## config.mk

```make
export PLATFORM = sky130hd
export DESIGN_NAME = stim_sequencer
export DESIGN_NICKNAME = d
export VERILOG_FILES = /design/src/rtl/stim_sequencer.sv
export SDC_FILE = /design/constraint.sdc
export NUM_CORES = 1
export LEC_CHECK = 0
export BUFFER_PORTS_ARGS = -buffer_cell sky130_fd_sc_hd__buf_2
export CORE_ASPECT_RATIO = 0.8
export CORE_MARGIN = 3
export CORE_UTILIZATION = 46
export DETAILED_ROUTE_END_ITERATION = 6
export SYNTH_ARGS = -nofsm -noshare
export SYNTH_HDL_FRONTEND = slang
export SYNTH_SLANG_ARGS = --single-unit
```

## constraint.sdc

```tcl
create_clock -name clock -period 2.9 [get_ports clock]
set_input_delay 0.29 -clock clock [delete_from_list [all_inputs] [get_ports clock]]
set_output_delay 0.29 -clock clock [all_outputs]
set_load 0.02 [all_outputs]
```

## src/rtl/stim_sequencer.sv

```systemverilog
// stim_sequencer: plays a RAM program of {last, rep, data} words onto a DUT input vector, one word per clock.
// Optional macro STIM_SEQ_LOOP_EN adds loop / loop_count for seamless wrap-around playback.
module stim_sequencer #(
  parameter int DATA_W = 6,
  parameter int DEPTH  = 101,
  parameter int ADDR_W = 7,
  parameter int REP_W  = 4
) (
  input  logic                  clock,
  input  logic                  reset,
  input  logic                  wr_en,
  input  logic [ADDR_W-1:0]     wr_addr,
  input  logic [REP_W+DATA_W:0] wr_data,
  input  logic                  run,
  input  logic                  halt,
`ifdef STIM_SEQ_LOOP_EN
  input  logic                  loop,
  output logic [7:0]            loop_count,
`endif
  output logic [DATA_W-1:0]     stim_out,
  output logic                  stim_valid,
  output logic                  busy,
  output logic                  done,
  output logic                  aborted,
  output logic [ADDR_W-1:0]     pc_out,
  output logic [15:0]           cycle_count
);

  // state | meaning
  // IDLE  | after reset, outputs cleared, waiting for run
  // RUN   | fetching / holding program words
  // DONE  | program ended or aborted; done (and maybe aborted) held
  typedef enum logic [1:0] {S_IDLE, S_RUN, S_DONE} state_t;

  localparam int WORD_W = 1 + REP_W + DATA_W;

  logic [WORD_W-1:0] mem_q [DEPTH];

  state_t            state_q;
  logic [ADDR_W-1:0] pc_q;
  logic [REP_W-1:0]  rep_cnt_q;
  logic              last_loaded_q;
  logic [DATA_W-1:0] stim_out_q;
  logic              stim_valid_q;
  logic              done_q;
  logic              aborted_q;
  logic [ADDR_W-1:0] pc_out_q;
  logic [15:0]       cycle_count_q;

  logic              wr_ok;
  logic              wrap_en;
  logic [ADDR_W-1:0] fetch_addr;
  logic [WORD_W-1:0] fetch_word;
  logic              fetch_last;
  logic [REP_W-1:0]  fetch_rep;
  logic [DATA_W-1:0] fetch_data;
  logic              fetch_end;
  logic [15:0]       cycle_inc;

  assign wr_ok = ({1'b0, wr_addr} < (ADDR_W+1)'(DEPTH));

  // Write lands at the edge, so a fetch on that same edge still reads the old word.
  always_ff @(posedge clock) begin
    if (wr_en && wr_ok) mem_q[wr_addr] <= wr_data;
  end

`ifdef STIM_SEQ_LOOP_EN
  logic [7:0] loop_count_q;
  assign wrap_en    = loop;
  assign loop_count = loop_count_q;
`else
  assign wrap_en = 1'b0;
`endif

  // Once the last word has drained, the only legal fetch is the wrap back to word 0.
  assign fetch_addr = last_loaded_q ? '0 : pc_q;
  assign fetch_word = mem_q[fetch_addr];
  assign fetch_last = fetch_word[WORD_W-1];
  assign fetch_rep  = fetch_word[REP_W+DATA_W-1:DATA_W];
  assign fetch_data = fetch_word[DATA_W-1:0];
  assign fetch_end  = fetch_last || (fetch_addr == ADDR_W'(DEPTH-1));
  assign cycle_inc  = (cycle_count_q == 16'hFFFF) ? cycle_count_q : cycle_count_q + 16'd1;

  always_ff @(posedge clock) begin
    if (reset) begin
      state_q       <= S_IDLE;
      pc_q          <= '0;
      rep_cnt_q     <= '0;
      last_loaded_q <= 1'b0;
      stim_out_q    <= '0;
      stim_valid_q  <= 1'b0;
      done_q        <= 1'b0;
      aborted_q     <= 1'b0;
      pc_out_q      <= '0;
      cycle_count_q <= '0;
`ifdef STIM_SEQ_LOOP_EN
      loop_count_q  <= '0;
`endif
    end else begin
      case (state_q)
        S_RUN: begin
          if (halt) begin
            state_q      <= S_DONE;
            stim_out_q   <= '0;
            stim_valid_q <= 1'b0;
            done_q       <= 1'b1;
            aborted_q    <= 1'b1;
          end else if (rep_cnt_q != '0) begin
            rep_cnt_q     <= rep_cnt_q - REP_W'(1);
            cycle_count_q <= cycle_inc;
          end else if (!last_loaded_q || wrap_en) begin
            stim_out_q    <= fetch_data;
            rep_cnt_q     <= fetch_rep;
            stim_valid_q  <= 1'b1;
            pc_out_q      <= fetch_addr;
            last_loaded_q <= fetch_end;
            cycle_count_q <= cycle_inc;
            if (!fetch_end) pc_q <= fetch_addr + ADDR_W'(1);
`ifdef STIM_SEQ_LOOP_EN
            if (last_loaded_q) loop_count_q <= loop_count_q + 8'd1;
`endif
          end else begin
            state_q      <= S_DONE;
            stim_out_q   <= '0;
            stim_valid_q <= 1'b0;
            done_q       <= 1'b1;
          end
        end
        default: begin
          if (run && !halt) begin
            state_q       <= S_RUN;
            pc_q          <= '0;
            rep_cnt_q     <= '0;
            last_loaded_q <= 1'b0;
            done_q        <= 1'b0;
            aborted_q     <= 1'b0;
            cycle_count_q <= '0;
          end
        end
      endcase
    end
  end

  assign stim_out    = stim_out_q;
  assign stim_valid  = stim_valid_q;
  assign busy        = (state_q == S_RUN);
  assign done        = done_q;
  assign aborted     = aborted_q;
  assign pc_out      = pc_out_q;
  assign cycle_count = cycle_count_q;

endmodule

```

==> impl_metrics.py <==
metrics = {
    "die": {
        "initial_core_util_pct": 46.6,
        "pin_count": 56,
        "core_um2": 99100,
        "row_count": 103,
        "fp.dieW_um": 360,
        "die_h_um": 289,
        "dieArea_um2": 104000,
    },
    "worst_setup_path": {
        "arrival_ps": 3460,
        "cp_max_fo": 19,
        "critPathCaptureType": "flip-flop",
        "critPathLaunch": "pc_q[0]$_SDFFE_PP0P_",
        "start_kind": "flip-flop",
        "path_class": "reg -> reg",
        "r2r-start": "pc_q[0]$_SDFFE_PP0P_",
        "worstRegToRegCells": 11,
        "cp.required_ps": 3490,
    },
    "sta": {
        "tns_ps": 0,
        "max_slew_margin_pct": 21.7,
        "fin_skew_ps": 23.2,
        "whs_ps": 61.0,
        "min_period_ps": 2870,
        "setup_slack_ps": 26.9,
        "tightestPinTransition_ps": 1170,
        "finalCritPeriodShare_pct": 99.1,
        "maxSlewViolCount": 0,
        "hold_violations": 0,
        "rsz0062_at_grt": "true",
        "fmax_ghz": 0.348,
        "setup_violations": 0,
    },
    "layout": {
        "syn_to_final_growth_pct": 16.8,
        "nets": 3037,
        "fill_cells": 7710,
        "drive_gt1_share_pct": 26.9,
        "final_area_um2": 53900,
    },
    "synth": {
        "async_flop_share_pct": 0,
        "syn_area_um2": 46100,
        "synth_ff_type": "edfxtp_1",
        "ys_seq_area_share_pct": 74.2,
        "synthTopCellsByArea": "edfxtp_1, mux4_2, mux2i_1",
        "synth_area_leader_cell": "edfxtp_1",
        "avgSynthCellArea_um2": 17.3,
        "synth_most_common_cell": "edfxtp_1",
        "syn_nets": 2694,
        "synth-edff-count": 1111,
        "ys_seq_elements": 1156,
        "synth.top_cell.area_share_pct": 72.3,
        "ys_top_cells_by_count": "edfxtp_1, nor2_1, nand2_1, mux2i_1, mux4_2",
        "synthCells": 2666,
        "yosys_warnings": 0,
        "synthDistinctLibCells": 71,
    },
    "power": {
        "p_per_area_nw_per_um2": 624,
        "ir_drop_mv": 0.535,
        "total_power_mw": 33.6,
        "leakage_nw": 17.4,
    },
    "drt": {
        "ant_nets": 0,
        "wl_met3_um": 15400,
        "drt_iter0_drc": 3433,
        "m1WireLength_um": 54000,
        "drtPass1Iterations": 5,
        "wl_um": 131000,
        "drc": 0,
        "wl_per_cell_um": 29.7,
        "vias": 26800,
        "avgViaCountPerCell": 6.08,
        "top_layer": "met5",
        "wl_met2_um": 58300,
    },
    "global_routing": {
        "grt_pass1_wl_um": 187000,
        "grt_max_degree": 102,
        "grt_pass1_vias": 26200,
        "grt_usage_pct": 25.0,
        "grt-ovfl-total": 0,
        "antenna_found_initial": 6,
    },
    "flow_run": {
        "maxCapViolCount": 0,
    },
    "worst_hold_path": {
        "hold_depth": 1,
        "hold_class": "in -> reg",
        "min_from": "wr_data[1]",
    },
    "placement": {
        "dp_hpwl_um": 86300,
        "place_congestion": 0.958,
        "pre_cts_ws_ps": -166,
        "numPortBuffers": 55,
        "dpl_cell_area_um2": 50100,
    },
    "outcome": {
        "run_status": "completed",
    },
    "clock_tree": {
        "cts.sinks": 1156,
        "root_buffer": "clkbuf_16",
        "cts.reportedPaths.clkPinSlew_ps": 70,
        "cts_tree": "yes",
        "cts_max_level": 3,
        "cts_made_buffers": 108,
        "clkLatencyLatePin_ps": 710,
        "cts.path.max_buffers": 3,
    },
}
==> layout by cell type (no fill, tap or decap), types with 44 or more instances in the layout <==
cell / count
a21oi_1: 96
buf_2: 44
buf_4: 319
clkbuf_16: 113
edfxtp_1: 1111
mux2_2: 105
mux2i_1: 145
mux4_2: 124
nand2_1: 168
nand3_1: 53
nor2_1: 182
o22ai_1: 94
==> per-stage QoR <==
step | cells | util [%]
2_1_floorplan | 2666 | -
3_3_place_gp | 4204 | 50.5
3_5_place_dp | 4204 | 50.5
4_1_cts | 4406 | 54.2
5_1_grt | 4411 | 54.4
6_report | 4414 | 54.4
==> where the power goes <==
group	internal, mW	switching [mW]
Sequential	18.3	0.0285
Clock	8.11	6.09
Combinational	0.333	0.738
==> routing by layer <==
metal  global-route usage [%]  vias up
li1                         -    11400
met1                     35.2    13900
met2                     37.6     1364
met3                     8.47      196
met4                     6.51        6
met5                        0        -
==> repair_timing <==
action                                  4_1_cts  5_1_grt
hold endpoints to repair                     10        0
pin swaps                                     0        5
hold buffers                                  2        0
endpoints found under the setup margin        7       21
setup buffers                                 0        3
gates cloned                                  0        2
resized for setup                             6       30
==> worst max-delay path, cell delays in order, from the launching register on <==
cell and delay, ps:
dfxtp_4 470, buf_4 210, buf_4 300, mux2i_1 370, a221oi_1 160, nor3_1 200
o211a_1 240, a31oi_1 80, buf_4 160, a41o_1 240, a31oi_1 190, o22ai_1 110
==> cell families (layout without fill, tap and decap cells) <==
kind of cell | count (synthesis) | after routing | synth area share (%)
AOI/OAI and AO/OA | 419 | 419 | 6.26
xor gates and xnor gates | 15 | 15 | 0.285
adders and majority gates | 5 | 5 | 0.136
buffers and inverters | 186 | 619 | 2.40
DFF | 1156 | 1156 | 74.2
muxes | 377 | 377 | 11.9
other | 0 | 3 | 0
and+or+nand+nor | 508 | 508 | 4.81
==> area by class of cell <==
type                    count  area (um2)  area share, %
inverters                  15        61.3          0.114
well taps                1312        1640           3.05
diodes                      3        7.51         0.0139
clock buffers             131        2870           5.33
repair buffers            404        3420           6.35
clock inverters            69         676           1.25
multi-input cells        1324       11000           20.3
flip-flops and latches   1156       34300           63.6
==> sequential cells by signal, summed over array words and instances (netlist names) <==
name / cells
aborted: 1
cycle_count: 16
last_loaded_q: 1
mem_q: 1111
pc_out: 7
pc_q: 7
rep_cnt_q: 4
state_q: 2
stim_out: 6
stim_valid: 1
==> path summary, 6_finish.rpt <==
path	end	slack, ps
worst max-delay path	rep_cnt_q[2]$_SDFFE_PP0P_	30
worst min-delay path	mem_q[32][1]$_DFFE_PP_	60
worst max register to register	rep_cnt_q[2]$_SDFFE_PP0P_	30
worst min register to register	pc_out[0]$_SDFFE_PP0P_	450
No activity file was read; power rests on OpenSTA's default activity.
